## src/rtl/piano_voice_arbiter.sv

```systemverilog
// piano_voice_arbiter
//   Shares one square-wave tone generator between NUM_KEYS light-sensor keys.
//   Each key is synchronised and debounced in a per-key lane. The newest press
//   wins. When the selected key is released, the lowest-index key still held
//   takes over. Every note start or change goes through a silent MUTE gap, so
//   the generator is never retuned while it is sounding.
// Ports
//   clk          system clock
//   rst          asynchronous, active-low reset
//   key_in       raw key levels (1 = pressed), asynchronous to clk
//   half_period  divider load value for the tone generator
//   tone_en      1 = speaker toggles, 0 = speaker held low
//   retune       one-cycle reload strobe, coincident with entering PLAY
//   active_key   index of the selected key
//   keys_held    debounced key states

// Per-key lane: 2-flop synchroniser followed by a mismatch-run debouncer.
module piano_key_debounce #(
  parameter int DEBOUNCE_CYCLES = 4
) (
  input  logic clk,
  input  logic rst,
  input  logic raw_in,
  output logic held
);
  localparam int CW = (DEBOUNCE_CYCLES > 1) ? $clog2(DEBOUNCE_CYCLES) : 1;
  localparam logic [CW-1:0] CNT_LAST = CW'(DEBOUNCE_CYCLES - 1);

  logic [1:0]    sync_q, sync_d;
  logic          held_q, held_d;
  logic [CW-1:0] cnt_q, cnt_d;

  always_comb begin
    sync_d = {sync_q[0], raw_in};
    held_d = held_q;
    cnt_d  = '0;
    // The count records how many cycles in a row the input has disagreed with
    // the held state. The held state flips on the cycle that completes the run.
    if (sync_q[1] != held_q) begin
      if (cnt_q == CNT_LAST) held_d = ~held_q;
      else                   cnt_d  = cnt_q + 1'b1;
    end
  end

  always_ff @(posedge clk or negedge rst) begin
    if (!rst) begin
      sync_q <= '0;
      held_q <= 1'b0;
      cnt_q  <= '0;
    end else begin
      sync_q <= sync_d;
      held_q <= held_d;
      cnt_q  <= cnt_d;
    end
  end

  assign held = held_q;
endmodule

module piano_voice_arbiter #(
  parameter int NUM_KEYS        = 8,
  parameter int CLK_HZ          = 50000000,
  parameter int DEBOUNCE_CYCLES = 4,
  parameter int GAP_CYCLES      = 8
) (
  input  logic                        clk,
  input  logic                        rst,
  input  logic [NUM_KEYS-1:0]         key_in,
  output logic [31:0]                 half_period,
  output logic                        tone_en,
  output logic                        retune,
  output logic [$clog2(NUM_KEYS)-1:0] active_key,
  output logic [NUM_KEYS-1:0]         keys_held
);
  localparam int KW = $clog2(NUM_KEYS);
  localparam int GW = (GAP_CYCLES > 1) ? $clog2(GAP_CYCLES) : 1;
  localparam logic [GW-1:0] GAP_LAST = GW'(GAP_CYCLES - 1);

  typedef enum logic [1:0] {IDLE, MUTE, PLAY} state_t;

  // Half-period divider value for each key, truncating at each division.
  function automatic logic [31:0] note_hp(input logic [KW-1:0] k);
    logic [31:0] hp;
    case (k)
      3'd0:    hp = 32'(CLK_HZ / 110 / 2);
      3'd1:    hp = 32'(CLK_HZ / 123 / 2);
      3'd2:    hp = 32'(CLK_HZ / 131 / 2);
      3'd3:    hp = 32'(CLK_HZ / 147 / 2);
      3'd4:    hp = 32'(CLK_HZ / 165 / 2);
      3'd5:    hp = 32'(CLK_HZ / 175 / 2);
      3'd6:    hp = 32'(CLK_HZ / 196 / 2);
      default: hp = 32'(CLK_HZ / 220 / 2);
    endcase
    return hp;
  endfunction

  // Lowest set bit index. Returns 0 for an all-zero vector; callers gate on
  // the vector being non-zero first.
  function automatic logic [KW-1:0] lowest(input logic [NUM_KEYS-1:0] v);
    logic [KW-1:0] idx;
    idx = '0;
    for (int i = NUM_KEYS - 1; i >= 0; i--)
      if (v[i]) idx = KW'(i);
    return idx;
  endfunction

  logic [NUM_KEYS-1:0] held;

  for (genvar g = 0; g < NUM_KEYS; g++) begin : g_lane
    piano_key_debounce #(.DEBOUNCE_CYCLES(DEBOUNCE_CYCLES)) u_lane (
      .clk    (clk),
      .rst    (rst),
      .raw_in (key_in[g]),
      .held   (held[g])
    );
  end

  state_t              state_q, state_d;
  logic [NUM_KEYS-1:0] held_prev_q, held_prev_d;
  logic [GW-1:0]       gap_q, gap_d;
  logic [KW-1:0]       active_key_q, active_key_d;
  logic [31:0]         half_period_q, half_period_d;
  logic                tone_en_q, tone_en_d;
  logic                retune_q, retune_d;

  logic [NUM_KEYS-1:0] press;
  logic                any_held;
  logic [KW-1:0]       sel;
  logic                sel_change;

  always_comb begin
    press    = held & ~held_prev_q;
    any_held = |held;
    // A fresh press outranks everything. Otherwise keep the current key while
    // it is held, or fall back to the lowest-index key that is still held.
    if (|press)                  sel = lowest(press);
    else if (held[active_key_q]) sel = active_key_q;
    else                         sel = lowest(held);
    sel_change = (sel != active_key_q);
  end

  always_comb begin
    state_d       = state_q;
    held_prev_d   = held;
    gap_d         = gap_q;
    active_key_d  = active_key_q;
    half_period_d = half_period_q;
    case (state_q)
      IDLE: begin
        if (any_held) begin
          state_d      = MUTE;
          active_key_d = sel;
          gap_d        = '0;
        end
      end
      MUTE: begin
        if (!any_held) begin
          state_d = IDLE;
        end else if (sel_change) begin
          active_key_d = sel;
          gap_d        = '0;
        end else if (gap_q == GAP_LAST) begin
          state_d       = PLAY;
          half_period_d = note_hp(active_key_q);
        end else begin
          gap_d = gap_q + 1'b1;
        end
      end
      PLAY: begin
        if (!any_held) begin
          state_d = IDLE;
        end else if (sel_change) begin
          state_d      = MUTE;
          active_key_d = sel;
          gap_d        = '0;
        end
      end
      default: state_d = IDLE;
    endcase
    tone_en_d = (state_d == PLAY);
    retune_d  = (state_q == MUTE) && (state_d == PLAY);
  end

  always_ff @(posedge clk or negedge rst) begin
    if (!rst) begin
      state_q       <= IDLE;
      held_prev_q   <= '0;
      gap_q         <= '0;
      active_key_q  <= '0;
      half_period_q <= '0;
      tone_en_q     <= 1'b0;
      retune_q      <= 1'b0;
    end else begin
      state_q       <= state_d;
      held_prev_q   <= held_prev_d;
      gap_q         <= gap_d;
      active_key_q  <= active_key_d;
      half_period_q <= half_period_d;
      tone_en_q     <= tone_en_d;
      retune_q      <= retune_d;
    end
  end

  assign half_period = half_period_q;
  assign tone_en     = tone_en_q;
  assign retune      = retune_q;
  assign active_key  = active_key_q;
  assign keys_held   = held;
endmodule

```

## config.mk

```make
export PLATFORM = sky130hd
export DESIGN_NAME = piano_voice_arbiter
export DESIGN_NICKNAME = d
export VERILOG_FILES = /design/src/rtl/piano_voice_arbiter.sv
export SDC_FILE = /design/constraint.sdc
export NUM_CORES = 1
export LEC_CHECK = 0
export ABC_AREA = 1
export CORE_MARGIN = 10
export CORE_UTILIZATION = 49
export CTS_BUF_LIST = sky130_fd_sc_hd__clkbuf_8 sky130_fd_sc_hd__clkbuf_16
export DETAILED_ROUTE_END_ITERATION = 8
export GPL_ROUTABILITY_DRIVEN = 0
export HOLD_SLACK_MARGIN = 0.15
export PLACE_DENSITY = 0.76
export SLEW_MARGIN = 25
export SYNTH_ARGS = -nofsm -noshare
export SYNTH_HDL_FRONTEND = slang
export SYNTH_SLANG_ARGS = --single-unit
```

## constraint.sdc

```tcl
create_clock -name clk -period 2 [get_ports clk]
set_input_delay 0.5 -clock clk [delete_from_list [all_inputs] [get_ports clk]]
set_output_delay 0.5 -clock clk [all_outputs]
set_load 0.01 [all_outputs]
```

==> flow_summary.ini <==
[logic_synthesis]
yosysWarnings = 0
synthCells = 394
ys_types = 32
yosys.area.top_type = dfrtp_1
syn_avg_cell_area_um2 = 9.257
synth.area.top_cells = dfrtp_1, nand2_1, ha_1
synth.top_cell.area_share_pct = 52.14
synth-seq-cells = 76
seq_area_frac_synth_pct = 52.14
netlist_area_um2 = 3647

[sta]
setup_viol = 28
period_share_pct = 112.8
clock_skew_ns = 0.007229
hold_viol = 0
rsz0062_at_grt = yes
period_needed_ns = 2.255
hold_slack_ns = 0.3532
fmax_ghz = 0.4434
setup_ws_ns = -0.2553
finalMaxSlewViolations = 0

[clock_tree]
cts_buffer_depth = 2
cts_root_buf = clkbuf_8
cts_buffers = 9
clk-insertion-delay-late_ns = 0.35
htreeDepth = 3
path_clk_slew_ns = 0.08
tritoncts = yes
numClockSinks = 76

[setup_path]
crit_family = simple AND/OR/NAND/NOR gates
cp_num_buf_inv = 3
crit_arrival_ns = 2.53
path_class = reg -> reg
max_stage_delay_ns = 0.47
end_kind = flip-flop
cp-start-kind = flip-flop
worstPathMaxFanout = 6
crit_slowest_cell = dfrtp_2
cp.required_ns = 2.28
crit_chain = inv_4 > nand2_1 > nand2_1 > nand2_1 > nand2_1 > nand2_1 > nand2_2 > a21oi_2 > nand2_1 > nand2_2 > nand2_2 > nand3_2 > nor2_4 > buf_6 > buf_6 > nand3_4 > nand2_4 > nand3_2 > nor2_1
cp_common_cell = nand2_1

[die]
core_area_um2 = 7253
start_util_pct = 50.28
rows = 31
ios = 55
die_x_um = 106.3
die_y_um = 106.3
die_area_um2 = 11290

[grt]
grt_remaining_overflow = 0
grt_usage_pct = 14.73
grt_max_degree = 34
antenna_found_initial = 0
grt_pass1_vias = 2974
grt_first_pass_wirelength_mm = 13.54

[detailed_routing]
drc = 0
drtIter0Drc = 128
wl_per_cell_um = 13.58
vias = 2842
drt-total-wl_mm = 7.947
routed_via_density = 4.858
firstDrtPassIters = 4
ant_nets = 0

[placed_design]
portBuffers = 40
dp_slack_ns = -0.1669
dp_hpwl_mm = 5.323

[cells_and_area]
drive_gt1_share_pct = 32.30
final_util_pct = 68.36
seqCellArea_um2 = 1907
fillers = 547
syn_to_final_growth_pct = 35.95
multiInputGateArea_um2 = 1610
nNetsFinal = 506
n_antenna_cell = 0

[power]
irDropWorstVdd_mv = 0.8829
total_power_mw = 7.271
p_leak_nw = 2.514
powerDensity_nw_per_um2 = 1466

[flow_run]
max-cap-violations = 0

[outcome]
violations = negative setup slack
status = finished with violations

[hold_path]
hold_class = reg -> reg
## report_power, final
group,leakage (nW),internal [mW],total (mW),switching (mW)
clock network,0.112,0.823,1.38,0.556
registers,0.973,1.88,2.12,0.240
logic,1.43,1.68,3.77,2.09
total,2.51,4.39,7.27,2.88
## through the flow
stage / std cells / area [um^2] / TNS, ns
finish: 585 / 4959 / -4.760
floorplan: 407 / 3705 / -0.5139
detailed placement: 553 / 4300 / -2.685
CTS: 582 / 4868 / -3.164
global route: 585 / 4959 / -9.819
global placement: 553 / 4300 / -2.190
## cells in the final DEF, fill, tap and decap left out, drive strengths merged
| cell | instances |
|---|---|
| dlygate4sd3 | 1 |
| nand4 | 4 |
| o211ai | 3 |
| buf | 52 |
| inv | 38 |
| ha | 14 |
| nor3 | 10 |
| nand2 | 116 |
| dlygate4sd2 | 2 |
| or2 | 6 |
| clkinv | 1 |
| bufinv | 3 |
| bufbuf | 1 |
| o21ai | 29 |
| a31oi | 1 |
| dlymetal6s2s | 4 |
| xor2 | 1 |
| nor2 | 32 |
| clkdlybuf4s50 | 33 |
| conb | 14 |
| nand3 | 19 |
| dfrtp | 76 |
| clkinvlp | 2 |
| clkbuf | 9 |
| o31ai | 1 |
| xnor2 | 8 |
| a21oi | 6 |
## per-layer routing
layer	GRT usage, %	vias up	wire, um
li1	-	1392	-
met1	15.66	1360	3181
met2	25.04	73	4080
met3	6.461	17	526
met4	6.190	0	157
met5	0	-	0
## timing repair
item	CTS	global route
setup endpoints to repair	32	33
hold buffers	1	0
resized for setup	52	22
pin swaps	16	7
cloned	3	0
buffers inserted	10	3
endpoints found under the hold margin	30	0
## flip-flops by register name, summed over array words and instances (netlist names)
register	cells
held_prev_q	8
state_q	2
gap_q	3
g_lane.u_lane.cnt_q	16
active_key	3
g_lane.u_lane.held	8
tone_en	1
retune	1
half_period	18
g_lane.u_lane.sync_q	16
## cells in the mapped netlist
| master | instances |
|---|---|
| nand2_4 | 1 |
| nand2_2 | 14 |
| nand2_1 | 101 |
| inv_2 | 8 |
| buf_6 | 3 |
| o211ai_1 | 2 |
| a31oi_1 | 1 |
| o21ai_2 | 14 |
| dfrtp_1 | 76 |
| xor2_2 | 1 |
| clkbuf_1 | 2 |
| or2_1 | 6 |
| nor3_1 | 10 |
| nand3_2 | 3 |
| nor2_1 | 29 |
| xnor2_1 | 8 |
| o21ai_1 | 2 |
| nand4_4 | 1 |
| buf_1 | 1 |
| o31ai_1 | 1 |
| o21ai_0 | 13 |
| buf_4 | 23 |
| nor2_4 | 1 |
| inv_1 | 29 |
| inv_4 | 1 |
| conb_1 | 1 |
| o211ai_2 | 1 |
| ha_1 | 14 |
| nand3_1 | 16 |
| nand4_1 | 3 |
| a21oi_1 | 6 |
| nor2_2 | 2 |
## kinds of logic (layout without fill, tap and decap cells)
group           after synthesis  after routing  synth area share, %
compound gates               40             40                7.376
xor+xnor                      9              9                2.367
fa+ha+maj                    14             14                4.803
buf+inv                      67            146                9.949
flops                        76             76                52.14
other cells                   1             14               0.1028
simple gates                187            187                23.26
## final timing paths
check,start,to,slack [ns],cells after the start
worst min-delay path,g_lane[1].u_lane.sync_q[0],g_lane[1].u_lane.sync_q[1],0.35,0
max in group asynchronous,rst,g_lane[5].u_lane.sync_q[0],0.83,3
worst max-delay path,active_key[0],retune,-0.26,19
worst max register to register,active_key[0],retune,-0.26,19
min in group asynchronous,rst,g_lane[4].u_lane.sync_q[1],0.64,2
worst min register to register,g_lane[1].u_lane.sync_q[0],g_lane[1].u_lane.sync_q[1],0.35,0
## cell type report
class                           count  area share, %
Timing Repair Buffer               93          18.75
Tap cell                           99          2.498
Clock buffer                        9          2.498
Sequential cell                    76          38.46
Inverter                           38          3.028
Multi-Input combinational cell    264          32.48
Clock inverter                      6          2.296
Note: power is estimated with default switching activity, not from simulation.
